[config.mk]
export PLATFORM = sky130hd
export DESIGN_NAME = nrp_program_loader
export DESIGN_NICKNAME = d
export VERILOG_FILES = /design/src/rtl/nrp_program_loader.sv
export SDC_FILE = /design/constraint.sdc
export NUM_CORES = 1
export LEC_CHECK = 0
export CELL_PAD_IN_SITES_DETAIL_PLACEMENT = 1
export CELL_PAD_IN_SITES_GLOBAL_PLACEMENT = 2
export CORE_AREA = 3 3 84 86
export CTS_CLUSTER_DIAMETER = 100
export DETAILED_ROUTE_END_ITERATION = 16
export DIE_AREA = 0 0 87 89
export DONT_BUFFER_PORTS = 1
export PLACE_DENSITY_LB_ADDON = 0.1
export SYNTH_ARGS = -nofsm -noshare
export SYNTH_HDL_FRONTEND = slang
export SYNTH_SLANG_ARGS = --single-unit
[constraint.sdc]
create_clock -name RealClock -period 2.9 [get_ports RealClock]
set_input_delay 0.145 -clock RealClock [delete_from_list [all_inputs] [get_ports RealClock]]
set_output_delay 0.145 -clock RealClock [all_outputs]
set_load 0.01 [all_outputs]
[src/rtl/nrp_program_loader.sv]
// Byte-stream program loader: parses HDR/ADDR/LEN/payload[/CSUM] frames into instruction/data memory writes, then releases the core on RUN.
// Latency: a payload byte accepted at edge k drives mem_we/addr/wdata in the following cycle; one byte per cycle sustained.
// Backpressure: in_ready is high in every parsing state and drops for good in S_RUN/S_ERR; NRP_LOADER_CSUM_EN adds a trailing checksum byte.
module nrp_program_loader #(
    parameter int ADDR_W = 8,
    parameter int DATA_W = 8
) (
    input  logic              RealClock,
    input  logic              Reset,
    input  logic              in_valid,
    input  logic [DATA_W-1:0] in_data,
    output logic              in_ready,
    output logic              mem_we,
    output logic              mem_sel,
    output logic [ADDR_W-1:0] mem_addr,
    output logic [DATA_W-1:0] mem_wdata,
    output logic              seg_done,
    output logic              core_run,
    output logic              load_err
);

    typedef enum logic [2:0] {
        S_HDR,
        S_ADDR,
        S_LEN,
        S_DATA,
`ifdef NRP_LOADER_CSUM_EN
        S_CSUM,
`endif
        S_RUN,
        S_ERR
    } state_t;

    state_t            state, state_nx;
    logic [ADDR_W-1:0] base, base_nx;
    logic [ADDR_W:0]   cnt, cnt_nx;
    logic [ADDR_W:0]   idx, idx_nx;
    logic [ADDR_W:0]   idx_inc;
    logic              sel_nx, we_nx, done_nx, run_nx, err_nx;
    logic [ADDR_W-1:0] addr_nx;
    logic [DATA_W-1:0] wdata_nx;
    logic              accept;
`ifdef NRP_LOADER_CSUM_EN
    logic [DATA_W-1:0] sum, sum_nx;
    logic              run_pend, run_pend_nx;
`endif

    assign in_ready = (state != S_RUN) && (state != S_ERR);
    assign accept   = in_valid && in_ready;
    assign idx_inc  = idx + 1'b1;

    always_ff @(posedge RealClock) begin
        if (!Reset) begin
            state     <= S_HDR;
            base      <= '0;
            cnt       <= '0;
            idx       <= '0;
            mem_we    <= 1'b0;
            mem_sel   <= 1'b0;
            mem_addr  <= '0;
            mem_wdata <= '0;
            seg_done  <= 1'b0;
            core_run  <= 1'b0;
            load_err  <= 1'b0;
`ifdef NRP_LOADER_CSUM_EN
            sum       <= '0;
            run_pend  <= 1'b0;
`endif
        end else begin
            state     <= state_nx;
            base      <= base_nx;
            cnt       <= cnt_nx;
            idx       <= idx_nx;
            mem_we    <= we_nx;
            mem_sel   <= sel_nx;
            mem_addr  <= addr_nx;
            mem_wdata <= wdata_nx;
            seg_done  <= done_nx;
            core_run  <= run_nx;
            load_err  <= err_nx;
`ifdef NRP_LOADER_CSUM_EN
            sum       <= sum_nx;
            run_pend  <= run_pend_nx;
`endif
        end
    end

    always_comb begin
        state_nx = state;
        base_nx  = base;
        cnt_nx   = cnt;
        idx_nx   = idx;
        sel_nx   = mem_sel;
        we_nx    = 1'b0;
        addr_nx  = mem_addr;
        wdata_nx = mem_wdata;
        done_nx  = 1'b0;
        run_nx   = core_run;
        err_nx   = load_err;
`ifdef NRP_LOADER_CSUM_EN
        sum_nx      = sum;
        run_pend_nx = run_pend;
`endif
        if (accept) begin
`ifdef NRP_LOADER_CSUM_EN
            sum_nx = sum + in_data;
`endif
            unique case (state)
                S_HDR: begin
`ifdef NRP_LOADER_CSUM_EN
                    // Running sum restarts with each header byte.
                    sum_nx = in_data;
`endif
                    case (in_data[DATA_W-1 -: 2])
                        2'b00, 2'b01: begin
                            sel_nx   = in_data[DATA_W-2];
                            state_nx = S_ADDR;
`ifdef NRP_LOADER_CSUM_EN
                            run_pend_nx = 1'b0;
`endif
                        end
                        2'b10: begin
`ifdef NRP_LOADER_CSUM_EN
                            run_pend_nx = 1'b1;
                            state_nx    = S_CSUM;
`else
                            run_nx   = 1'b1;
                            state_nx = S_RUN;
`endif
                        end
                        default: begin
                            err_nx   = 1'b1;
                            state_nx = S_ERR;
                        end
                    endcase
                end
                S_ADDR: begin
                    base_nx  = ADDR_W'(in_data);
                    state_nx = S_LEN;
                end
                S_LEN: begin
                    // LEN of zero encodes a full 2^ADDR_W byte segment.
                    cnt_nx   = (in_data == '0) ? {1'b1, {ADDR_W{1'b0}}} : (ADDR_W+1)'(in_data);
                    idx_nx   = '0;
                    state_nx = S_DATA;
                end
                S_DATA: begin
                    we_nx    = 1'b1;
                    addr_nx  = base + idx[ADDR_W-1:0];
                    wdata_nx = in_data;
                    idx_nx   = idx_inc;
                    if (idx_inc == cnt) begin
`ifdef NRP_LOADER_CSUM_EN
                        state_nx = S_CSUM;
`else
                        state_nx = S_HDR;
                        done_nx  = 1'b1;
`endif
                    end
                end
`ifdef NRP_LOADER_CSUM_EN
                S_CSUM: begin
                    if (sum_nx == '0) begin
                        if (run_pend) begin
                            run_nx   = 1'b1;
                            state_nx = S_RUN;
                        end else begin
                            done_nx  = 1'b1;
                            state_nx = S_HDR;
                        end
                    end else begin
                        err_nx   = 1'b1;
                        state_nx = S_ERR;
                    end
                end
`endif
                default: begin
                    state_nx = state;
                end
            endcase
        end
    end

endmodule

==> results.yml, run 1 <==
critical_path:
  crit_arrival_ps: 2380
  critPathMaxStageDelay_ps: 470
  crit_path_top_delay_cell: "dfxtp_1"
  critPathTopFamily: "compound AO/OA/AOI/OAI gates"
  worstSetupEndpointType: "register"
  path_class: "register to register"
  cp_common_cell: "o21ai_1"
  r2r_cells: 9
  cp_num_buf_inv: 1
  crit_fanout: 7
  required_ps: 3100
  crit_path_cell_trace: "ha_1, inv_1, fa_1, nor2b_1, o21ai_1, a21oi_1, o21ai_1, nor3b_1, a311o_1"
  worstSetupStartpointType: "register"
  path_depth: 9
synth:
  synthArstFlopShare_pct: 0
  ys_ff_latch: 50
  syn_avg_cell_area_um2: 8.16
  synth.area.top_cells: "dfxtp_1 (39%), nand2_1 (11%), a21boi_1 (5.0%), ha_1 (3.9%), a21boi_0 (3.5%)"
  ys_seq_area_share_pct: 39.3
  synth_ff_type: "dfxtp_1"
  synth_top_area_share_pct: 39.3
  synth_most_common_cell: "nand2_1"
  synth_warnings: 0
  syn_inst: 312
  yosysUniqueCellTypes: 48
  syn_nets: 332
  synth_top_cell_by_area: "dfxtp_1"
  synth_edf_count: 0
  netlist_area_um2: 2550
  synth_commonest_cells: "nand2_1 (73), dfxtp_1 (50), a21boi_1 (17), clkbuf_1 (15), o21ai_0 (13)"
clock_network:
  cts-htree-levels: 2
  postCtsSetupRepairBufs: 0
  clkLatencyLatePin_ps: 300
  cts_tree: "done"
  clk_pin_slew_ps: 100
  clock-sinks: 50
  ctsResizeCount: 0
  cts.path.max_buffers: 2
  clock-root-buffer: "clkbuf_8"
  cts-buffers-inserted: 5
global_route:
  grt_max_degree: 42
  grt_pass1_wl_mm: 11.4
  grt.overflow.total: 0
  grt_pass1_vias: 2195
  grt_usage_pct: 19.0
  antenna_found_initial: 0
worst_hold_path:
  hold_path.class: "input port to register"
  holdPathStages: 2
sta:
  max_slew_margin_pct: 53.5
  hold_viol: 0
  finalClockSkew_ps: 7.99
  finalCritPeriodShare_pct: 75.0
  finalSetupTns_ps: 0
  rsz0062_at_grt: "no"
  fmaxAchievable_mhz: 460
  min_period_ps: 2170
  whs_ps: 13.6
  drv_slew: 0
  setup_violations: 0
  tightest_slew_ps: 696
power:
  max-vdd-ir-drop_mv: 0.219
  power_density_nw_per_um2: 455
  leakage_uw: 0.00102
die:
  die_y_um: 89
  die_width_um: 87
  dieArea_um2: 7740
  coreArea_um2: 6350
  initial_utilization_pct: 40.1
  io_pins: 33
  num_rows: 29
drt:
  vias: 2087
  via_per_inst: 5.38
  wl_per_cell_um: 17.6
  routed_wl_mm: 6.83
  drc: 0
  ant_nets: 0
  first_pass_iters: 4
  drt_iter0_drc: 62
place:
  gp_congestion: 0.785
  io_buffers: 0
  place_hpwl_mm: 4.72
run_status:
  status: "completed"
layout:
  final_util_pct: 43.7
  diodes: 0
  area_growth_pct: 8.89
  final_nets: 330
  fill_cells: 787
  drive_above_1_share_pct: 4.82
run:
  maxCapViolCount: 0
==> where the power goes <==
group / total, uW / internal [uW] / switching, uW
Clock: 457 / 219 / 238
Combinational: 90.2 / 39.8 / 50.4
Sequential: 714 / 699 / 15.3
Total: 1260 / 958 / 303
==> worst reg2reg max path, stage by stage (launching register included) <==
cell and delay [ps]:
dfxtp_1 470, ha_1 230, inv_1 60, fa_1 400
nor2b_1 130, o21ai_1 90, a21oi_1 190, o21ai_1 100
nor3b_1 150, a311o_1 260
==> metrics by stage <==
| stage | setup slack (ps) | total power, uW | cells | instance area, um2 |
|---|---|---|---|---|
| 6_report | 726 | 1260 | 388 | 2770 |
| 5_1_grt | 529 | 1320 | 388 | 2770 |
| 4_1_cts | 715 | 1290 | 388 | 2770 |
| 3_5_place_dp | 736 | 797 | 371 | 2570 |
| 3_3_place_gp | 820 | 795 | 371 | 2570 |
| 2_1_floorplan | 953 | 789 | 312 | 2550 |
==> cell families (layout without fill, tap and decap cells) <==
kind of cell             after synthesis  in the layout  synth area share (%)
AO/OA/AOI/OAI                         77             77                  21.1
XOR/XNOR                              16             16                  5.50
adder cells (fa/ha/maj)                9              9                  4.72
buffers and inverters                 28             27                  4.71
flip-flops                            50             50                  39.3
multiplexers                           3              3                  1.38
AND/OR/NAND/NOR                      129            129                  23.3
==> cell usage in the layout, fill, tap and decap left out, types with 2 or more instances in the layout <==
cell,count
xor2_1,10
xnor2_1,6
and3_1,2
a31oi_1,2
o21a_1,2
clkbuf_8,7
o21ai_1,4
nand2_1,73
o41ai_1,2
nand3_1,8
a21boi_0,12
and2_1,4
a21boi_1,17
o21ai_0,13
nor3_1,6
a21oi_1,11
nor4_1,2
buf_4,2
ha_1,8
dfxtp_1,50
nor2_1,9
nand2b_1,8
o31ai_1,3
dlygate4sd3_1,8
nor3b_1,2
inv_1,8
nand3b_1,3
nor2b_1,7
a22o_1,2
==> final timing paths <==
path | startpoint | endpoint | slack, ps
worst min register to register | base[5] | base[5] | 470
worst max register to register | idx[0] | mem_addr[6] | 730
worst min-delay path | in_data[6] | load_err | 10
worst max-delay path | idx[0] | mem_addr[6] | 730
==> state kept, by name, indices dropped and copies added (netlist names) <==
register   flops
load_err       1
mem_sel        1
mem_addr       8
mem_wdata      8
base           8
state          3
mem_we         1
idx            9
seg_done       1
core_run       1
cnt            9
==> metal layers <==
| metal | vias up | global-route usage, % | wire length, um | part of all wire, % |
|---|---|---|---|---|
| met5 | - | 0 | 0 | 0 |
| met4 | 0 | 5.52 | 119 | 1.7 |
| met3 | 9 | 3.69 | 236 | 3.5 |
| met2 | 34 | 32.0 | 3210 | 47 |
| met1 | 991 | 24.6 | 3260 | 48 |
| li1 | 1053 | - | - | - |
==> timing repair <==
item	CTS	global route
hold buffers	9	0
endpoints found under the setup margin	0	0
hold endpoints to repair	41	0
==> layout make-up <==
type | count | area (um2) | share of cell area (%)
multi-input combinational | 234 | 1430 | 51.4
sequential | 50 | 1000 | 36.1
timing repair buffer | 11 | 115 | 4.15
clock buffer | 7 | 96.3 | 3.47
tap | 77 | 96.3 | 3.47
inverter | 8 | 30.0 | 1.08
clock inverter | 1 | 8.76 | 0.316
Note: power is estimated with default switching activity, not from simulation.
==> run 2, diff against run 1 <==
CORE_AREA = 3 3 92 94   (was 3 3 84 86)
DIE_AREA = 0 0 95 97   (was 0 0 87 89)
clock period = 1.8 ns   (was 2.9 ns; I/O delays follow)
==> run 2 against run 1 <==
Count of clock-buffer cells in the layout down 2. Fmax up 19%. Final area is 13% higher. Global-route usage down 1.2 points. Cell count rose by 13%. Largest cell class unchanged. Highest routed layer unchanged. Critical path depth unchanged. Sequential power is 60% higher. The run now ends with negative setup slack left. Clock skew about the same. Non-clock buffer count increased by 26. Register-to-register slack got worse by 750 ps. Flip-flop and latch count unchanged. Die area up 19%.
==> results.yml, run 2 (same netlist as run 1, synthesis figures left out) <==
clock_network:
  clock-sinks: 50
  cts.path.max_buffers: 2
  cts-htree-levels: 2
  clock-root-buffer: "clkbuf_8"
  clk_pin_slew_ps: 100
  cts-buffers-inserted: 5
  clkLatencyLatePin_ps: 320
  cts_tree: "done"
sta:
  rsz0062_at_grt: "yes"
  finalClockSkew_ps: 7.80
  max_slew_margin_pct: 69.4
  finalCritPeriodShare_pct: 101
  fmaxAchievable_mhz: 549
  setup_violations: 2
  drv_slew: 0
  fin_ws_ps: -22.9
  tightest_slew_ps: 459
  hold_viol: 0
  min_period_ps: 1820
run:
  maxCapViolCount: 0
die:
  io_pins: 33
  die_width_um: 95
  initial_utilization_pct: 33.0
  coreArea_um2: 7730
  num_rows: 32
  die_y_um: 97
  dieArea_um2: 9220
critical_path:
  path_class: "register to register"
  r2r-start: "idx[0]"
  cp-startpoint: "idx[0]"
  reg2reg_setup_slack_ps: -20
  worstSetupEndpointType: "register"
  crit_arrival_ps: 2030
  r2r_cells: 9
  required_ps: 2010
  crit_fanout: 4
  reg2reg_to: "mem_addr[6]"
  worstSetupStartpointType: "register"
power:
  max-vdd-ir-drop_mv: 0.283
  finalPower_uw: 2050
  combPwrFrac_pct: 8.1
  p_clk_share_pct: 36.1
  seq_power_share_pct: 55.9
  swShare_pct: 27.3
  intPower_uw: 1490
  p_switching_uw: 559
  power_density_nw_per_um2: 653
  leakage_uw: 0.00116
global_route:
  grt_max_degree: 42
  grt_usage_pct: 17.8
  grt_pass1_wl_mm: 12.7
  antenna_found_initial: 0
  grt_pass1_vias: 2412
  grt.overflow.total: 0
worst_hold_path:
  hold_start: "in_data[7]"
  holdPathEnd: "cnt[8]"
  holdPathStages: 3
  hold_path.class: "input port to register"
place:
  gp_congestion: 0.763
  placed_area_um2: 2800
  io_buffers: 0
  place_hpwl_mm: 5.32
layout:
  area_growth_pct: 23.1
  final_area_um2: 3140
  drive_above_1_share_pct: 19.3
  reg_top3: "cnt x9, idx x9"
  final_nets: 356
  diodes: 0
  fill_cells: 923
  final_common_cell: "nand2_1"
  mostFrequentLayoutCells: "nand2_1 (73), dfxtp_1 (45), buf_4 (27)"
drt:
  vias: 2224
  first_pass_iters: 4
  via_per_inst: 5.07
  ant_nets: 0
  wl_per_cell_um: 17.3
  routed_wl_mm: 7.61
  drc: 0
  drt_iter0_drc: 54
run_status:
  status: "complete, but fails checks"
  violations: "negative setup slack"
==> run 2: cell count changes in the layout (fill, tap and decap cells not counted), sizes merged <==
cell,delta
buf,+26
clkbuf,-2
inv,+2
==> run 2: cell type report <==
class / count / area (um2) / share of cell area, %
Clock inverter: 3 / 28.8 / 0.918
Tap cell: 102 / 128 / 4.07
Timing Repair Buffer: 37 / 323 / 10.3
Inverter: 8 / 30.0 / 0.958
Sequential cell: 50 / 1020 / 32.4
Clock buffer: 5 / 68.8 / 2.19
Multi-Input combinational cell: 234 / 1540 / 49.1
==> run 2: through the flow <==
step	util, %	setup WS (ps)	hold WS [ps]	instances	setup TNS [ps]
2_1_floorplan	-	20.8	225	312	0
3_3_place_gp	36.3	-98.2	212	419	-154
3_5_place_dp	36.3	-88.6	215	419	-303
4_1_cts	39.4	-60.2	2.77	436	-61.3
5_1_grt	40.6	-134	20.0	439	-369
6_report	40.6	-22.9	7.02	439	-40.8
==> run 2: layer usage <==
metal | GRT usage (%) | vias to the layer above | part of all wire, % | routed length, um
met5 | 0 | - | 0 | 0
met4 | 4.00 | 0 | 1.0 | 78
met3 | 3.81 | 7 | 3.5 | 269
met2 | 29.2 | 31 | 48 | 3650
met1 | 23.7 | 1084 | 47 | 3610
li1 | - | 1102 | - | -
==> run 2: worst max-delay path, cell delays in order (launching register included) <==
cell     delay [ps]
dfxtp_4         390
ha_4            120
inv_1            40
fa_2            340
nor2b_2         120
o21ai_2          70
a21oi_2         170
o21ai_2          70
nor3b_1         130
a311o_1         270
==> run 2: repair_timing <==
item                                    CTS  global route
buffers inserted                          0             3
hold endpoints to repair                 41             0
gates resized for setup                  12            14
hold buffers                              9             0
endpoints found under the setup margin    5             5
pin swaps                                 2            13
==> run 2: power groups by stage <==
stage               clock (uW)  sequential [uW]  combinational, uW
floorplan                    0             1160                107
global route               830             1150                185
finish                     738             1140                165
global placement             0             1170                118
detailed placement           0             1170                120
CTS                        765             1150                164
==> run 2: worst max path at each step <==
stage,slack (ps),to
global placement,-100,mem_addr[7]
floorplan,20,state[0]
detailed placement,-90,mem_addr[7]
global route,-130,mem_addr[7]
finish,-20,mem_addr[6]
CTS,-60,mem_addr[6]
==> run 3, diff against run 2 <==
CELL_PAD_IN_SITES_DETAIL_PLACEMENT = 0   (was 1)
CELL_PAD_IN_SITES_GLOBAL_PLACEMENT = 1   (was 2)
CORE_AREA = 3 3 82 84   (was 3 3 92 94)
CTS_BUF_LIST = sky130_fd_sc_hd__clkbuf_16   (was not set)
DIE_AREA = 0 0 85 87   (was 0 0 95 97)
RECOVER_POWER = 50   (was not set)
==> run 3 against run 2 <==
The run still ends with negative setup slack left. Flip-flop and latch count unchanged. First-iteration DRC count increased by 61%. Combinational power decreased by 3%. Wire length decreased by 15%. Utilization increased by 11 points. Cell count decreased by 7.3%. Critical path depth unchanged. Die area decreased by 20%. Sequential power about the same. Global-route usage about the same. Count of clock-buffer cells in the layout increased by 1. Non-clock buffer count decreased by 5. Critical endpoint unchanged. Highest routed layer unchanged.
==> results.yml, run 3 (same netlist as run 1, synthesis figures left out) <==
die:
  initial_utilization_pct: 42.5
  num_rows: 28
  io_pins: 33
  die_y_um: 87
  dieArea_um2: 7400
  die_width_um: 85
  coreArea_um2: 5990
clock_network:
  clock-sinks: 50
  clkLatencyLatePin_ps: 290
  cts-buffers-inserted: 5
  clock-root-buffer: "clkbuf_16"
  clk_pin_slew_ps: 70
  cts_tree: "done"
  cts.path.max_buffers: 2
  cts-htree-levels: 2
layout:
  mostFrequentLayoutCells: "nand2_1 (73), dfxtp_1 (46), buf_4 (19)"
  area_growth_pct: 22.0
  final_common_cell: "nand2_1"
  final_nets: 351
  fill_cells: 598
  drive_above_1_share_pct: 17.5
  diodes: 0
  reg_top3: "cnt x9, idx x9"
  finalNonFillerCells: 407
sta:
  min_period_ps: 1860
  finalCritPeriodShare_pct: 103
  drv_slew: 0
  tightest_slew_ps: 414
  fmaxAchievable_mhz: 537
  finalClockSkew_ps: 4.77
  rsz0062_at_grt: "yes"
  setup_violations: 1
  max_slew_margin_pct: 72.4
  hold_viol: 0
  whs_ps: 17.3
  fin_ws_ps: -60.8
  finalSetupTns_ps: -60.8
critical_path:
  crit_fanout: 4
  required_ps: 1990
  path_class: "register to register"
  worstSetupStartpointType: "register"
  reg2reg_setup_slack_ps: -60
  crit_arrival_ps: 2050
  worstSetupEndpointType: "register"
  r2r_cells: 9
drt:
  wl_met1_mm: 3.12
  wl_per_cell_um: 15.9
  drc: 0
  drt_iter0_drc: 87
  first_pass_iters: 4
  met3_length_um: 276
  wl_met2_mm: 3.02
  via_per_inst: 5.19
  ant_nets: 0
  top_layer_used: "met4"
  routed_wl_mm: 6.47
  vias: 2112
run_status:
  status: "complete, but fails checks"
  violations: "negative setup slack"
global_route:
  antenna_found_initial: 0
  grt.overflow.total: 0
  grt_max_degree: 42
  grt_usage_pct: 17.8
  grt_pass1_vias: 2063
  grt_pass1_wl_mm: 10.4
worst_hold_path:
  hold_path.class: "input port to register"
  holdPathStages: 3
power:
  combPwrFrac_pct: 6.4
  swShare_pct: 22.2
  seq_power_share_pct: 45.8
  finalPower_uw: 2490
  p_clk_share_pct: 47.7
  power_density_nw_per_um2: 802
  leakage_uw: 0.00117
  max-vdd-ir-drop_mv: 0.431
  p_switching_uw: 553
  intPower_uw: 1940
place:
  gp_congestion: 0.771
  preCtsSetupSlack_ps: -60.2
  dpl.cell_count: 388
  place_hpwl_mm: 4.38
  io_buffers: 0
run:
  maxCapViolCount: 0
-- run 3: changes by cell type in the layout (fill, tap and decap cells not counted), sizes merged --
cell | before | now
bufinv | 0 | 1
inv | 10 | 8
buf | 29 | 21
clkbuf | 5 | 9
-- run 3: timing repair --
| item | 4_1_cts | 5_1_grt |
|---|---|---|
| hold buffers | 9 | 0 |
| gates resized for setup | 3 | 21 |
| endpoints found under the hold margin | 41 | 0 |
| pin swaps | 1 | 9 |
| buffers inserted | 0 | 2 |
| endpoints found under the setup margin | 5 | 6 |
-- run 3: final timing paths --
kind                   start     endpoint
setup / recovery      idx[0]  mem_addr[6]
hold / removal    in_data[3]       cnt[8]
setup reg to reg      idx[0]  mem_addr[6]
hold reg to reg      base[0]      base[0]
-- run 3: per-layer routing --
layer | up-vias | GRT usage, %
li1 | 1098 | -
met4 | 0 | 5.18
met5 | - | 0
met3 | 5 | 4.16
met2 | 38 | 28.9
met1 | 971 | 23.6
-- run 3: metrics by stage --
| stage | utilization (%) | cell area [um2] |
|---|---|---|
| floorplan | - | 2570 |
| global placement | 45.5 | 2730 |
| detailed placement | 45.5 | 2730 |
| CTS | 50.4 | 3020 |
| global route | 51.9 | 3110 |
| finish | 51.9 | 3110 |
-- run 3: critical path: stages (launching register included) --
cell     delay [ps]
dfxtp_4         380
ha_4            130
inv_2            30
fa_2            350
nor2b_2         140
o21ai_2          80
a21oi_2         170
o21ai_2          70
nor3b_2         150
a311o_1         260
-- run 3: power by group through the flow --
stage / Sequential (uW) / Combinational (uW) / Clock (uW)
2_1_floorplan: 1160 / 107 / 0
3_3_place_gp: 1170 / 118 / 0
3_5_place_dp: 1170 / 118 / 0
4_1_cts: 1140 / 161 / 1220
5_1_grt: 1140 / 178 / 1240
6_report: 1140 / 160 / 1190
-- run 3: layout make-up --
cell class / instances / area, um2 / area share (%)
clock buffers: 6 / 150 / 4.83
clock inverters: 2 / 38.8 / 1.25
inverters: 8 / 30.0 / 0.967
multi-input cells: 234 / 1520 / 48.8
flip-flops and latches: 50 / 1010 / 32.5
well taps: 75 / 93.8 / 3.02
repair buffers: 32 / 267 / 8.58
